File: config.mk
export PLATFORM = sky130hd
export DESIGN_NAME = huffman_encoder
export DESIGN_NICKNAME = d
export VERILOG_FILES = /design/src/rtl/huffman_encoder.sv
export SDC_FILE = /design/constraint.sdc
export NUM_CORES = 1
export LEC_CHECK = 0
export CORE_AREA = 5 5 43 45
export CTS_BUF_LIST = sky130_fd_sc_hd__clkbuf_16
export DETAILED_ROUTE_END_ITERATION = 8
export DIE_AREA = 0 0 48 50
export HOLD_SLACK_MARGIN = 0.03
export PLACE_DENSITY = 0.7
export SYNTH_ARGS = -nofsm -noshare
export SYNTH_HDL_FRONTEND = slang
export SYNTH_SLANG_ARGS = --single-unit
File: constraint.sdc
create_clock -name clk -period 2 [get_ports clk]
set_clock_uncertainty 0.05 [all_clocks]
set_input_delay 0.3 -clock clk [delete_from_list [all_inputs] [get_ports clk]]
set_output_delay 0.3 -clock clk [all_outputs]
set_load 0.005 [all_outputs]
File: src/rtl/huffman_encoder.sv
// Fixed-codebook Huffman encoder, one serial bit per cycle, MSB first; HUFFMAN_ENC_ERR_EN adds sym_err.
// Latency 1 (first bit the cycle after acceptance); no downstream backpressure, sym_ready only in IDLE or on code_last.
module huffman_encoder (
    input  logic       clk,
    input  logic       rst,
    input  logic       sym_valid,
    input  logic [2:0] sym,
    output logic       sym_ready,
    output logic       out_bit,
    output logic       out_valid,
    output logic       code_last
`ifdef HUFFMAN_ENC_ERR_EN
    ,
    output logic       sym_err
`endif
);

    typedef enum logic {IDLE = 1'b0, SHIFT = 1'b1} state_t;

    state_t     r_state;
    state_t     w_state_nxt;
    logic [5:0] r_shift;
    logic [5:0] w_shift_nxt;
    logic [2:0] r_cnt;
    logic [2:0] w_cnt_nxt;

    logic [5:0] w_code;
    logic [2:0] w_len;
    logic       w_sym_ok;
    logic       w_accept;
    logic       w_last;

    // Codewords are left-aligned so the next bit to send is always r_shift[5].
    always_comb begin
        w_code   = 6'b000000;
        w_len    = 3'd0;
        w_sym_ok = 1'b1;
        case (sym)
            3'd1:    begin w_code = 6'b000000; w_len = 3'd2; end
            3'd2:    begin w_code = 6'b010000; w_len = 3'd2; end
            3'd3:    begin w_code = 6'b100000; w_len = 3'd2; end
            3'd4:    begin w_code = 6'b110000; w_len = 3'd3; end
            3'd5:    begin w_code = 6'b111000; w_len = 3'd6; end
            3'd6:    begin w_code = 6'b111001; w_len = 3'd6; end
            default: w_sym_ok = 1'b0;
        endcase
    end

    assign w_last    = (r_state == SHIFT) && (r_cnt == 3'd1);
    assign sym_ready = !rst && ((r_state == IDLE) || w_last);
    assign w_accept  = sym_valid && sym_ready;
    assign out_valid = (r_state == SHIFT);
    assign out_bit   = (r_state == SHIFT) && r_shift[5];
    assign code_last = w_last;

    always_comb begin
        w_state_nxt = r_state;
        w_shift_nxt = r_shift;
        w_cnt_nxt   = r_cnt;
        case (r_state)
            IDLE: begin
                if (w_accept && w_sym_ok) begin
                    w_state_nxt = SHIFT;
                    w_shift_nxt = w_code;
                    w_cnt_nxt   = w_len;
                end
            end
            SHIFT: begin
                if (w_last) begin
                    // Back-to-back codewords reload on the last bit with no gap.
                    if (w_accept && w_sym_ok) begin
                        w_shift_nxt = w_code;
                        w_cnt_nxt   = w_len;
                    end else begin
                        w_state_nxt = IDLE;
                        w_shift_nxt = 6'b000000;
                        w_cnt_nxt   = 3'd0;
                    end
                end else begin
                    w_shift_nxt = {r_shift[4:0], 1'b0};
                    w_cnt_nxt   = r_cnt - 3'd1;
                end
            end
            default: begin
                w_state_nxt = IDLE;
                w_shift_nxt = 6'b000000;
                w_cnt_nxt   = 3'd0;
            end
        endcase
    end

    always_ff @(posedge clk) begin
        if (rst) begin
            r_state <= IDLE;
            r_shift <= 6'b000000;
            r_cnt   <= 3'd0;
        end else begin
            r_state <= w_state_nxt;
            r_shift <= w_shift_nxt;
            r_cnt   <= w_cnt_nxt;
        end
    end

`ifdef HUFFMAN_ENC_ERR_EN
    logic r_err;

    always_ff @(posedge clk) begin
        if (rst) begin
            r_err <= 1'b0;
        end else begin
            r_err <= w_accept && !w_sym_ok;
        end
    end

    assign sym_err = r_err;
`endif

endmodule
==> flow_metrics.py, run 1 <==
metrics = {
    "power_and_ir_drop": {
        "power_density_mw_per_mm2": 836,
        "irDropWorstVdd_uv": 541,
        "p_leak_uw": 0.000343,
    },
    "floorplanning": {
        "start_util_pct": 45.1,
        "core_area_mm2": 0.00144,
        "die_w_um": 48,
        "die_area_mm2": 0.00240,
        "io_pins": 10,
        "std_cell_rows": 14,
        "dieHeight_um": 50,
    },
    "yosys": {
        "syn_nets": 91,
        "synth_area_leader_cell": "dfxtp_1",
        "syn_inst": 83,
        "netlist_area_um2": 648,
        "yosysWarnings": 0,
        "yosysTopAreaCellShare_pct": 30.9,
        "yosys_register_bits": 10,
        "synth.area.top_cells": "dfxtp_1 31%, a21oi_1 6.9%, nor2_1 4.1%",
        "syn_avg_cell_area_um2": 7.81,
        "yosysSeqAreaShare_pct": 30.9,
        "synth.distinct_cells": 31,
    },
    "clock_tree": {
        "cts_sinks": 10,
        "ctsHtreeMaxLevel": 1,
        "cts_buffer_depth": 2,
        "cts_tree": "built",
        "clkTransAtPathRegs_ns": 0.04,
        "cts_hold_buf": 0,
        "clock_latency_ns": 0.23,
        "cts_root_buffer": "clkbuf_16",
        "cts_made_buffers": 3,
    },
    "global_route": {
        "first_global_vias": 587,
        "track_usage_pct": 14.6,
        "antenna_found_initial": 0,
        "grt_pass1_wl_um": 2550,
        "grt_overflow": 0,
        "grt_max_degree": 13,
    },
    "critical_path": {
        "r2r-start": "r_cnt[1]",
        "critPathArrivalTime_ns": 1.56,
        "rr_worst_depth": 7,
        "crit_path_end_kind": "primary output",
        "r2r_setup_slack_ns": 0.45,
        "cp-start-kind": "flop",
        "path_class": "reg2out",
        "crit_fanout": 3,
        "r2r_end": "r_shift[5]",
        "worstPathRequired_ns": 1.65,
    },
    "cells_and_area": {
        "layout-drive-gt1-share_pct": 16.3,
        "n_antenna_cell": 0,
        "nFillCells": 133,
        "nets": 107,
        "fin_util_pct": 60.4,
        "area_growth_pct": 33.8,
        "layout_common_cells": "9 x a21oi_1, 9 x dfxtp_1, 8 x clkdlybuf4s50_1, 8 x buf_4, 7 x nor2_1",
    },
    "sta": {
        "period_needed_ns": 1.91,
        "maxSlewHeadroom_pct": 72.4,
        "final_max_slew_viol_count": 0,
        "holdWs_ns": 0.416,
        "period_share_pct": 95.5,
        "hold_viol": 0,
        "finalSetupViolCount": 0,
        "max_freq_mhz": 523,
        "tightest_slew_ns": 0.411,
        "finalSetupTns_ns": 0,
        "rsz0062_at_grt": "no",
    },
    "route": {
        "wirelength_um": 1560,
        "vias_per_cell": 5.71,
        "wl_per_cell_um": 13.7,
        "routed-via-count": 651,
        "first_iter_violations": 16,
        "drt_first_pass_iters": 4,
        "drc_errors": 0,
        "ant_nets": 0,
    },
    "min_path": {
        "hold_depth": 1,
        "hold_path.class": "reg2reg",
        "hp-start": "r_cnt[0]",
        "holdPathEnd": "r_cnt[0]",
    },
    "placement": {
        "io_buffers": 9,
        "gp_congestion": 0.817,
        "dp_hpwl_um": 1180,
    },
    "run": {
        "drv_cap": 0,
    },
    "status": {
        "status": "complete, no violations",
    },
}
## through the flow
step	power, uW	std cells	setup slack, ns	cell area, um^2
3_5_place_dp	377	109	0.0531	777
2_1_floorplan	323	83	0.521	648
6_report	725	114	0.0898	867
4_1_cts	733	114	0.00959	865
5_1_grt	763	114	0.0363	867
3_3_place_gp	372	109	0.118	777
## Yosys cell counts (all sizes together)
cell,instances
a2111oi,1
o21ai,3
or3,1
nand2,3
inv,5
nor4,1
nand4,1
nor3,3
and2,3
buf,4
a221oi,2
nor2,7
nor3b,1
dfxtp,10
nor2b,4
a21oi,10
a22oi,2
clkbuf,2
xor2,1
a211oi,2
o32ai,1
xnor2,1
a31oi,3
nand2b,4
ha,2
nand3,3
and3,2
o211ai,1
## power breakdown
part	switching, uW	leakage (uW)	internal, uW
Combinational	79.6	0.000222	70.9
Sequential	10.7	0.0000825	217
Clock	85.8	0.0000385	261
## cells by family after synthesis
| kind of cell | count (synthesis) | share of synthesized area (%) |
|---|---|---|
| compound gates | 25 | 26.6 |
| xor+xnor | 2 | 2.70 |
| fa+ha+maj | 2 | 3.86 |
| buf+inv | 11 | 8.11 |
| flops | 10 | 30.9 |
| simple gates | 33 | 27.8 |
## layer usage
metal / vias up / track usage [%] / routed length, um
met2: 16 / 21.8 / 778
met3: 2 / 5.82 / 80
met5: - / 0 / 0
met1: 305 / 18.8 / 678
li1: 328 / - / -
met4: 0 / 4.48 / 23
## registers in the layout (all words and copies together) (netlist names)
register and count:
r_shift 6, r_cnt 3, out_valid 1
## critical path, stage by stage, from the launching register on
cell             delay, ns
dfxtp_1               0.31
inv_1                 0.07
ha_1                  0.17
nand2b_1              0.09
nor2_1                0.16
clkdlybuf4s50_1       0.53
## how the worst max path moves through the flow
| stage | start | to | slack [ns] |
|---|---|---|---|
| 3_3_place_gp | rst | r_shift[3] | 0.12 |
| 6_report | r_cnt[1] | code_last | 0.09 |
| 4_1_cts | r_cnt[1] | sym_ready | 0.01 |
| 2_1_floorplan | sym[1] | r_shift[3] | 0.52 |
| 3_5_place_dp | sym[2] | r_shift[5] | 0.05 |
| 5_1_grt | r_cnt[1] | code_last | 0.04 |
## area by class of cell
class	count	area (um^2)	area share, %
clock inverters	1	3.75	0.433
inverters	5	18.8	2.16
well taps	16	20.0	2.31
flip-flops and latches	10	201	23.2
clock buffers	3	75.1	8.66
multi-input cells	62	395	45.6
repair buffers	17	153	17.6
## what timing repair did
item / 4_1_cts / 5_1_grt
endpoints found under the hold margin: 0 / 0
buffers inserted: 1 / 0
resized for setup: 1 / 1
setup endpoints to repair: 1 / 1
Note: power is estimated with default switching activity, not from simulation.
==> inputs of run 2 (changes only) <==
Settings changed: SKIP_CTS_REPAIR_TIMING set to 1.
==> flow_metrics.py, run 2 (synthesis results as in run 1) <==
metrics = {
    "critical_path": {
        "critical-path-top-delay-family": "buffers and inverters",
        "r2r_setup_slack_ns": 0.43,
        "path_class": "reg2out",
        "r2r_end": "r_shift[5]",
        "crit_slowest_cell": "clkdlybuf4s50_1",
        "r2r-start": "r_cnt[1]",
        "cp_num_buf_inv": 2,
        "path_depth": 5,
        "worstPathRequired_ns": 1.65,
        "critPathArrivalTime_ns": 1.57,
        "crit_fanout": 5,
        "crit_path_max_incr_delay_ns": 0.52,
        "rr_worst_depth": 7,
        "crit_start": "r_cnt[1]",
        "cp-start-kind": "flop",
        "crit_chain": "inv_1 > ha_2 > nand2b_4 > nor2_1 > clkdlybuf4s50_1",
        "crit_path_end_kind": "primary output",
    },
    "power_and_ir_drop": {
        "p_switching_uw": 177,
        "pwr-share-seq_pct": 31.3,
        "p_leak_uw": 0.000339,
        "internal-power_uw": 549,
        "combPwrFrac_pct": 20.9,
        "swShare_pct": 24.4,
        "finalPower_uw": 726,
        "p_clk_share_pct": 47.8,
        "irDropWorstVdd_uv": 533,
        "power_density_mw_per_mm2": 835,
    },
    "route": {
        "ant_nets": 0,
        "vias_per_cell": 5.72,
        "drt_first_pass_iters": 4,
        "drc_errors": 0,
        "wl_per_cell_um": 13.7,
        "routed-via-count": 646,
        "first_iter_violations": 13,
        "wirelength_um": 1550,
    },
    "cells_and_area": {
        "nFillCells": 131,
        "area_growth_pct": 34.2,
        "top_register": "r_shift",
        "seq_area_um2": 201,
        "largest_reg_flops": 6,
        "stdcell_count": 113,
        "layout_common_cells": "9 x a21oi_1, 9 x dfxtp_1, 8 x clkdlybuf4s50_1, 7 x nor2_1, 7 x buf_4",
        "n_antenna_cell": 0,
        "layout-drive-gt1-share_pct": 17.5,
        "nets": 106,
        "multi_input_area_um2": 405,
    },
    "clock_tree": {
        "ctsHtreeMaxLevel": 1,
        "cts_buffer_depth": 2,
        "cts_root_buffer": "clkbuf_16",
        "clkTransAtPathRegs_ns": 0.04,
        "cts_tree": "built",
        "clock_latency_ns": 0.23,
        "cts_made_buffers": 3,
        "cts_sinks": 10,
    },
    "sta": {
        "finalSetupViolCount": 0,
        "period_needed_ns": 1.92,
        "period_share_pct": 95.8,
        "final_max_slew_viol_count": 0,
        "tightest_slew_ns": 0.372,
        "max_freq_mhz": 522,
        "rsz0062_at_grt": "no",
        "maxSlewHeadroom_pct": 75.2,
        "hold_viol": 0,
        "final.setup.worst_slack_ns": 0.0838,
    },
    "floorplanning": {
        "dieHeight_um": 50,
        "io_pins": 10,
        "die_w_um": 48,
        "core_area_mm2": 0.00144,
        "start_util_pct": 45.1,
        "std_cell_rows": 14,
        "die_area_mm2": 0.00240,
    },
    "global_route": {
        "grt_max_degree": 13,
        "grt_pass1_wl_um": 2530,
        "track_usage_pct": 14.4,
        "antenna_found_initial": 0,
        "first_global_vias": 579,
        "grt_overflow": 0,
    },
    "min_path": {
        "hp-start": "r_cnt[0]",
        "hold_path.class": "reg2reg",
        "holdPathEnd": "r_cnt[0]",
        "hold_depth": 1,
    },
    "status": {
        "status": "complete, no violations",
    },
    "placement": {
        "gp_congestion": 0.817,
        "dp_hpwl_um": 1180,
        "dpl_worst_slack_ns": 0.0531,
        "io_buffers": 9,
        "placed_cells": 109,
    },
    "run": {
        "drv_cap": 0,
    },
}
==> run 2: cell count changes in the layout (fill, tap and decap cells not counted) <==
| cell | delta |
|---|---|
| buf_4 | -1 |
| nand2b_1 | -1 |
| nand2b_4 | +1 |
| ha_1 | -1 |
| ha_2 | +1 |
==> run 2: per-stage QoR <==
step	setup TNS [ns]	hold slack, ns	cell area [um^2]	util, %
after floorplan	0	0.330	648	-
after global placement	0	0.415	777	54.1
after detailed placement	0	0.412	777	54.1
after CTS	-0.0846	0.421	856	59.6
after global routing	0	0.439	870	60.5
final	0	0.418	870	60.5
==> run 2: layer usage <==
layer  up-vias  global-route usage, %  wire length (um)
li1        328                      -                 -
met1       303                   19.3               682
met2        15                   21.8               798
met3         0                   5.45                70
met4         0                   2.69                 0
met5         -                      0                 0
==> run 2: power groups by stage <==
stage / Sequential (uW) / Combinational [uW] / Clock [uW]
after CTS: 226 / 149 / 355
final: 227 / 152 / 347
after global placement: 229 / 143 / 0
after detailed placement: 229 / 148 / 0
after floorplan: 228 / 95.6 / 0
after global routing: 229 / 167 / 368
==> run 2: how the worst max path moves through the flow <==
stage | to | slack (ns)
after floorplan | r_shift[3] | 0.52
after global placement | r_shift[3] | 0.12
after detailed placement | r_shift[5] | 0.05
after CTS | sym_ready | -0.08
after global routing | code_last | 0.01
final | code_last | 0.08
==> run 2: final cells by class <==
| cell class | count | area share [%] |
|---|---|---|
| Clock buffer | 3 | 8.63 |
| Inverter | 5 | 2.16 |
| Multi-Input combinational cell | 62 | 46.6 |
| Timing Repair Buffer | 16 | 16.7 |
| Tap cell | 16 | 2.30 |
| Clock inverter | 1 | 0.432 |
| Sequential cell | 10 | 23.2 |
==> run 2: worst reg2reg max path: stages (launching register included) <==
cell and delay [ns]:
dfxtp_1 0.31, inv_1 0.07, ha_2 0.21, nand2b_4 0.08, and2_1 0.17, buf_4 0.16, a221oi_1 0.32, nor3_1 0.08
